--- src/rtl/cop_wb_fifo.sv ---
// Coprocessor writeback FIFO: buffers ISE results and presents them in order to the
// core register-file write port, with a RAW-hazard probe over pending destinations.
module cop_wb_fifo #(
  parameter int DEPTH = 4
) (
  input  logic                     cop_clk,
  input  logic                     cop_rst,
  input  logic                     cop_wr,
  input  logic [31:0]              cop_insn,
  input  logic [31:0]              cop_rd,
  output logic                     cop_rdywr,
  output logic                     wb_valid,
  input  logic                     wb_ready,
  output logic [4:0]               wb_addr,
  output logic [31:0]              wb_data,
  output logic [$clog2(DEPTH):0]   wb_count,
  input  logic [4:0]               hz_addr,
  output logic                     hz_hit
);

  localparam int AW = $clog2(DEPTH);
  localparam int CW = AW + 1;

  logic [4:0]    mem_addr_r [DEPTH];
  logic [31:0]   mem_data_r [DEPTH];
  logic [DEPTH-1:0] occ_r;
  logic [DEPTH-1:0] occ_next_s;
  logic [AW-1:0] wr_ptr_r;
  logic [AW-1:0] rd_ptr_r;
  logic [CW-1:0] count_r;
  logic [CW-1:0] count_next_s;
  logic [4:0]    dst_s;
  logic          push_s;
  logic          pop_s;
  logic          hz_hit_s;
  logic          unused_insn_s;

  assign dst_s         = cop_insn[11:7];
  assign unused_insn_s = ^{cop_insn[31:12], cop_insn[6:0]};

  // Readiness and head presentation derive from registered state only
  assign cop_rdywr = (count_r != CW'(DEPTH));
  assign wb_valid  = (count_r != {CW{1'b0}});
  assign wb_count  = count_r;
  assign wb_addr   = wb_valid ? mem_addr_r[rd_ptr_r] : 5'd0;
  assign wb_data   = wb_valid ? mem_data_r[rd_ptr_r] : 32'd0;
  assign hz_hit    = hz_hit_s;

  // x0 destinations are accepted but never occupy an entry
  assign push_s = cop_wr && cop_rdywr && (dst_s != 5'd0);
  assign pop_s  = wb_valid && wb_ready;

  // Next occupancy map and entry count
  always_comb begin
    occ_next_s   = occ_r;
    count_next_s = count_r;
    if (pop_s) begin
      occ_next_s[rd_ptr_r] = 1'b0;
    end else begin
      occ_next_s[rd_ptr_r] = occ_r[rd_ptr_r];
    end
    if (push_s) begin
      occ_next_s[wr_ptr_r] = 1'b1;
    end else begin
      occ_next_s[wr_ptr_r] = occ_next_s[wr_ptr_r];
    end
    case ({push_s, pop_s})
      2'b10:   count_next_s = count_r + CW'(1);
      2'b01:   count_next_s = count_r - CW'(1);
      default: count_next_s = count_r;
    endcase
  end

  // Hazard probe over occupied entries only; the incoming result is not yet stored
  always_comb begin
    hz_hit_s = 1'b0;
    for (int i = 0; i < DEPTH; i++) begin
      if (occ_r[i] && (mem_addr_r[i] == hz_addr) && (hz_addr != 5'd0)) begin
        hz_hit_s = 1'b1;
      end else begin
        hz_hit_s = hz_hit_s;
      end
    end
  end

  // Pointer, count and occupancy state; reset overrides any concurrent push or pop
  always_ff @(posedge cop_clk) begin
    if (cop_rst) begin
      wr_ptr_r <= {AW{1'b0}};
      rd_ptr_r <= {AW{1'b0}};
      count_r  <= {CW{1'b0}};
      occ_r    <= {DEPTH{1'b0}};
    end else begin
      occ_r   <= occ_next_s;
      count_r <= count_next_s;
      if (push_s) begin
        wr_ptr_r <= wr_ptr_r + AW'(1);
      end
      if (pop_s) begin
        rd_ptr_r <= rd_ptr_r + AW'(1);
      end
    end
  end

  // Entry storage; contents are only visible through occupied entries
  always_ff @(posedge cop_clk) begin
    if (!cop_rst && push_s) begin
      mem_addr_r[wr_ptr_r] <= dst_s;
      mem_data_r[wr_ptr_r] <= cop_rd;
    end
  end

endmodule

--- config.mk ---
export PLATFORM = sky130hd
export DESIGN_NAME = cop_wb_fifo
export DESIGN_NICKNAME = d
export VERILOG_FILES = /design/src/rtl/cop_wb_fifo.sv
export SDC_FILE = /design/constraint.sdc
export NUM_CORES = 1
export LEC_CHECK = 0
export CAP_MARGIN = 20
export CORE_ASPECT_RATIO = 1.4
export CORE_MARGIN = 2
export CORE_UTILIZATION = 53
export CTS_CLUSTER_SIZE = 40
export DETAILED_ROUTE_END_ITERATION = 12
export GPL_TIMING_DRIVEN = 0
export PLACE_DENSITY = 0.8
export SLEW_MARGIN = 40
export SYNTH_ARGS = -nofsm -noshare
export SYNTH_HDL_FRONTEND = slang
export SYNTH_SLANG_ARGS = --single-unit
--- constraint.sdc ---
create_clock -name cop_clk -period 2.7 [get_ports cop_clk]
set_input_delay 0.27 -clock cop_clk [delete_from_list [all_inputs] [get_ports cop_clk]]
set_output_delay 0.27 -clock cop_clk [all_outputs]
set_load 0.01 [all_outputs]
### Word-level counts from Yosys, hierarchy flattened

Memory sizes are Yosys's and may differ from the RTL's. A register that Yosys moved wholly into a read port is not among the register bits.
Cells that the tools add are included.

| storage, ports and cells | value |
|---|---|
| register bits after elaboration | 11 |
| RAM bits | 148 |
| word-level logic and storage cells | 68 |
| memories kept | 2 |

| operators by class | value |
|---|---|
| add/subtract/negate cells | 4 |
| order comparisons | 4 |
| eq/ne operators | 7 |
| mux-type cells | 25 |
| bitwise logic cells | 3 |
| reductions and logical operators | 19 |

Memories:

| memory | depth | bits a word | read ports | clocked after memory_dff | wr ports | RTL line | source |
|---|---|---|---|---|---|---|---|
| mem_data_r | 4 | 32 | 1 | 1 | 1 | 25 | `logic [31:0] mem_data_r [DEPTH];` |
| mem_addr_r | 4 | 5 | 5 | 1 | 1 | 24 | `logic [4:0] mem_addr_r [DEPTH];` |

Operators with widths:

| cell | count |
|---|---|
| 32-bit two-way mux | 1 |
| 5-bit equality test | 4 |
| 1-bit logical AND | 14 |
| 1-bit two-way mux | 10 |
| 5-bit nonzero test | 2 |
| 4-bit bitwise mux | 2 |
| 2-bit two-way mux | 4 |
| 4-bit two-way mux | 2 |
| 2-bit by 3-bit < comparator with 1-bit output (second input constant) | 2 |
| 3-bit case mux with 2 select lines | 1 |
| 5-bit two-way mux | 1 |
| 2-bit by 1-bit adder with 2-bit output (second input constant) | 2 |
| 4-bit bitwise AND | 1 |
| 1-bit binary-select mux with 2-bit select | 2 |
| 1-bit demux with 2-bit select | 2 |
| 2-bit by 1-bit greater-or-equal comparator with 1-bit output (second input constant) | 2 |
| 4-bit NOT | 1 |
| 4-bit bitwise OR | 1 |
| 3-bit by 1-bit adder with 3-bit output (second input constant) | 1 |
| 3-bit inequality test (second input constant) | 1 |
| 3-bit nonzero test | 1 |
| 3-bit by 1-bit subtractor with 3-bit output (second input constant) | 1 |
| 2-bit by 1-bit equality test with 1-bit output (second input constant) | 1 |
| 2-bit equality test (second input constant) | 1 |
| other kinds (2) | 2 |

### Longest topological paths before layout

| logic depth | value |
|---|---|
| word-level depth | 11 |
| depth in mapped cells | 9 |
| gate-level depth less buffers | 9 |

### Worst setup path before layout

OpenSTA, ideal clock, no wires.

| timing path | value |
|---|---|
| kind | reg2reg |
| start point | register count_r[0], in the netlist wb_count[0] |
| end point | memory mem_addr_r[0][0], enable pin |
| data arrival time | 1.907 ns |
| setup slack | 0.395 ns |
| cell stages (with the launch flop) | 6 |
| path buffers | 0 |
| clock period less this slack | 2.305 ns |
| cells stage by stage | dfxtp_1 > inv_1 > nand3_1 > o211ai_4 > nor2_1 > and2_1 |

| on the way | value |
|---|---|
| word-level cells in the longest chain between the ends | 6 |

RTL lines:

| item | RTL line | source |
|---|---|---|
| start, declared | 30 | `logic [CW-1:0] count_r;` |
| start signal, assigned | 91 | `count_r <= {CW{1'b0}};` |
| start signal, assigned | 95 | `count_r <= count_next_s;` |
| 3-bit inequality test | 42 | `assign cop_rdywr = (count_r != CW'(DEPTH));` |
| via cop_rdywr | 11 | `output logic cop_rdywr,` |
| 1-bit logical AND (2 in a row) | 50 | `assign push_s = cop_wr && cop_rdywr && (dst_s != 5'd0);` |
| 1-bit logical AND | 107 | `if (!cop_rst && push_s) begin` |
| 1-bit two-way mux | 107 |  |
| 1-bit two-way mux (implied by the code) | 108 | `mem_addr_r[wr_ptr_r] <= dst_s;` |
| end, declared | 24 |  |

The timed path passes the listed nets, and every way through them passes these cells.

### Worst setup path after layout

| timing path | value |
|---|---|
| start point | input port cop_insn[7] |
| end point | register count_r[2], in the netlist wb_count[2] |

| on the way | value |
|---|---|
| word-level cells in the longest chain between the ends | 4 |
| elaborated cells on any way between the ends | 6 |

RTL lines:

| item | RTL line | source |
|---|---|---|
| start, declared | 9 | `input logic [31:0] cop_insn,` |
| 5-bit nonzero test * | 50 |  |
| 1-bit logical AND * | 50 |  |
| 2-bit by 1-bit equality test with 1-bit output / 2-bit equality test (equally long branches) | 67 | `case ({push_s, pop_s})` |
| 3-bit case mux with 2 select lines / 2-bit nonzero test (equally long branches) | - |  |

Every way passes the cells marked *; elsewhere a longest branch is shown, timed or not.
A chain may end at the register's enable or synchronous reset.

==> flow_summary.yaml <==
place:
  port_buffers: 83
  hpwl_mm: 8.62
  routabilityCongestion: 0.865
  post-place-ws_ns: -0.338
  placed_cell_area_sq_um: 7760
clocking:
  clk_latency_ns: 0.41
  clock_path_buffers: 2
  post_cts_buffers: 0
  cts_tree: "done"
  cts_max_level: 4
  ctsHoldBuffers: 0
  ctsResizeCount: 6
  cts_num_sinks: 161
  clkTransAtPathRegs_ns: 0.06
  numCtsBuffers: 17
  clockRootBuffer: "clkbuf_16"
power_and_ir_drop:
  pwr-share-comb_pct: 32.3
  irDropWorstVdd_mv: 0.576
  leakage_nw: 2.75
  switching_power_mw: 2.20
  switching_share_pct: 27.6
  finalPower_mw: 7.99
  power_density_nw_per_um2: 954
  sequentialPowerShare_pct: 37.7
  p_int_mw: 5.78
  power_frac_clock_pct: 29.9
worst_setup_path:
  path_class: "primary input to flop"
  cp_data_arrival_time_ns: 2.96
  timing.rr.start: "wb_count[0]"
  r2r_setup_slack_ns: 0.40
  worstRegToRegCells: 9
  cp_slowest_cell: "or4_4"
  cp_top_family: "simple AND/OR/NAND/NOR gates"
  r2r-end: "wb_count[2]"
  critPathRequiredTime_ns: 3.04
  endpoint_kind: "flop"
  cp_num_buf_inv: 2
  slowest_delay_ns: 0.58
  critPathMaxFanout: 5
  worst_setup_path_start_kind: "primary input"
  cp_cell_sequence: "clkdlybuf4s50_1, or4_4, o211ai_4, ha_1, inv_1, fa_1, xor2_1, or3_1, a21oi_1"
min_path:
  min_to: "mem_data_r[1][25]"
  worstHoldPathCells: 1
  holdCritStartpoint: "cop_rd[25]"
  hold_path.class: "primary input to flop"
timing:
  tightest_slew_ns: 0.446
  hold_violations: 0
  period_minus_slack_ns: 2.62
  rsz0062_at_grt: "false"
  fmax_mhz: 382
  setup_violations: 0
  maxSlewHeadroom_pct: 70.3
  min_period_over_period_pct: 97.0
  fin_setup_tns_ns: 0
  setup_ws_ns: 0.0809
  clock-skew-final_ns: 0.0133
  maxSlewViolCount: 0
synth:
  synth_cell_types: 34
  synth-seq-area-share_pct: 70.8
  netlist_area_sq_um: 6650
  ys.flop_type: "edfxtp_1"
  synthArstFlopShare_pct: 0
  synth_edf_count: 148
  synth_cells: 354
  ys_ff_latch: 161
  synth_warnings: 0
  synth_fp_nets: 437
  avgSynthCellArea_sq_um: 18.8
drt:
  first_iter_violations: 209
  dr.pass1.iters: 4
  wl_mm: 13.1
  wire_per_inst_microns: 21.1
  vias_per_cell: 5.67
  vias: 3523
  postRouteAntennaNets: 0
  route.detailed.drc: 0
floorplanning:
  coreArea_sq_um: 12300
  fp-row-count: 48
  die_h_microns: 137
  pin_count: 116
  fp.dieArea_sq_um: 13500
  die_w_microns: 98.7
  start_util_pct: 54.0
final_layout:
  synthToLayoutAreaGrowth_pct: 26.0
  drive_gt1_share_pct: 19.5
  fin_nets: 541
  diodes: 0
  stdcell_area_sq_um: 8370
  fin_util_pct: 68.0
status:
  status: "completed"
global_route:
  grt_pass1_wl_mm: 20.3
  grt_pass1_vias: 3743
  grt_max_degree: 34
  grt.overflow.total: 0
  antenna_found_initial: 0
  grt_usage_pct: 20.5
flow_run:
  drv_cap: 0
[through the flow]
stage	instances	hold slack (ns)
floorplan	354	0.342
global placement	587	0.498
detailed placement	591	0.536
CTS	621	0.470
global route	621	0.489
finish	621	0.488
[synth_stat cells (all sizes together), types with 4 or more instances]
library cell | instances | area (sq um)
xor2 | 18 | 158
clkbuf | 11 | 41.3
nor2b | 4 | 25.0
a311oi | 4 | 35.0
buf | 7 | 45.0
nor2 | 10 | 37.5
xnor2 | 6 | 52.6
and2 | 42 | 265
a211oi | 6 | 45.0
ha | 9 | 113
dfxtp | 13 | 260
edfxtp | 148 | 4440
inv | 8 | 30.0
nor4 | 4 | 25.0
nand3 | 5 | 25.0
mux4 | 39 | 878
[power by group through the flow]
stage               clock [mW]  sequential [mW]  combinational [mW]
floorplan                    0             3.04                1.43
global placement             0             3.05                2.50
detailed placement           0             3.05                2.57
CTS                       2.45             3.01                2.60
global route              2.54             3.03                2.77
finish                    2.39             3.01                2.58
[routing by layer]
layer  GRT usage, %  wire (microns)  vias up
met5              0               0        -
met4           7.38             223        0
met3           4.70             624       12
met2           36.7            7290      113
met1           24.4            4970     1804
li1               -               -     1594
[cell families after synthesis]
family | synth area share [%]
XOR/XNOR | 3.16
flip-flops | 70.8
adder cells (fa/ha/maj) | 2.00
AO/OA/AOI/OAI | 2.07
multiplexers | 13.4
buffers and inverters | 1.75
AND/OR/NAND/NOR | 6.89
[cell usage in the layout, fill, tap and decap left out, types with 3 or more instances in the layout]
cell / instances
clkdlybuf4s50_1: 82
edfxtp_1: 148
a21oi_1: 3
dfxtp_1: 12
mux4_2: 39
buf_12: 4
nor2b_1: 4
buf_2: 3
clkinvlp_4: 3
nor2_1: 10
bufinv_16: 3
inv_1: 8
a311oi_1: 4
xor2_1: 18
nor4_1: 4
clkbuf_16: 17
a211oi_1: 6
and2_4: 5
clkbuf_1: 11
nand3_1: 5
xnor2_1: 6
and2_1: 37
buf_8: 3
ha_1: 9
[layout make-up]
class                           instances  area [sq um]
Buffer                                 16           106
Clock buffer                           20           437
Clock inverter                         12           158
Fill cell                             793          3940
Inverter                                8          30.0
Multi-Input combinational cell        167          1840
Sequential cell                       161          4710
Tap cell                              150           188
Timing Repair Buffer                   87           913
[how the worst max path moves through the flow]
stage / start / to / slack (ns) / cells past startpoint
after floorplan: wb_count[0] / mem_addr_r[0][0] / 0.39 / 5
after global placement: cop_insn[9] / mem_data_r[3][24] / -0.68 / 5
after detailed placement: cop_insn[7] / wb_count[2] / -0.34 / 9
after CTS: flop / wb_data[13] / 0.03 / 5
after global routing: flop / wb_data[10] / 0.01 / 5
final: cop_insn[7] / wb_count[2] / 0.08 / 9
[registers in the layout, indices dropped and copies added, names as in the netlist, named ones only]
register,count
mem_addr_r,20
mem_data_r,128
occ_r,4
rd_ptr_r,2
wb_count,3
wr_ptr_r,2
Note: power is estimated with default switching activity, not from simulation.
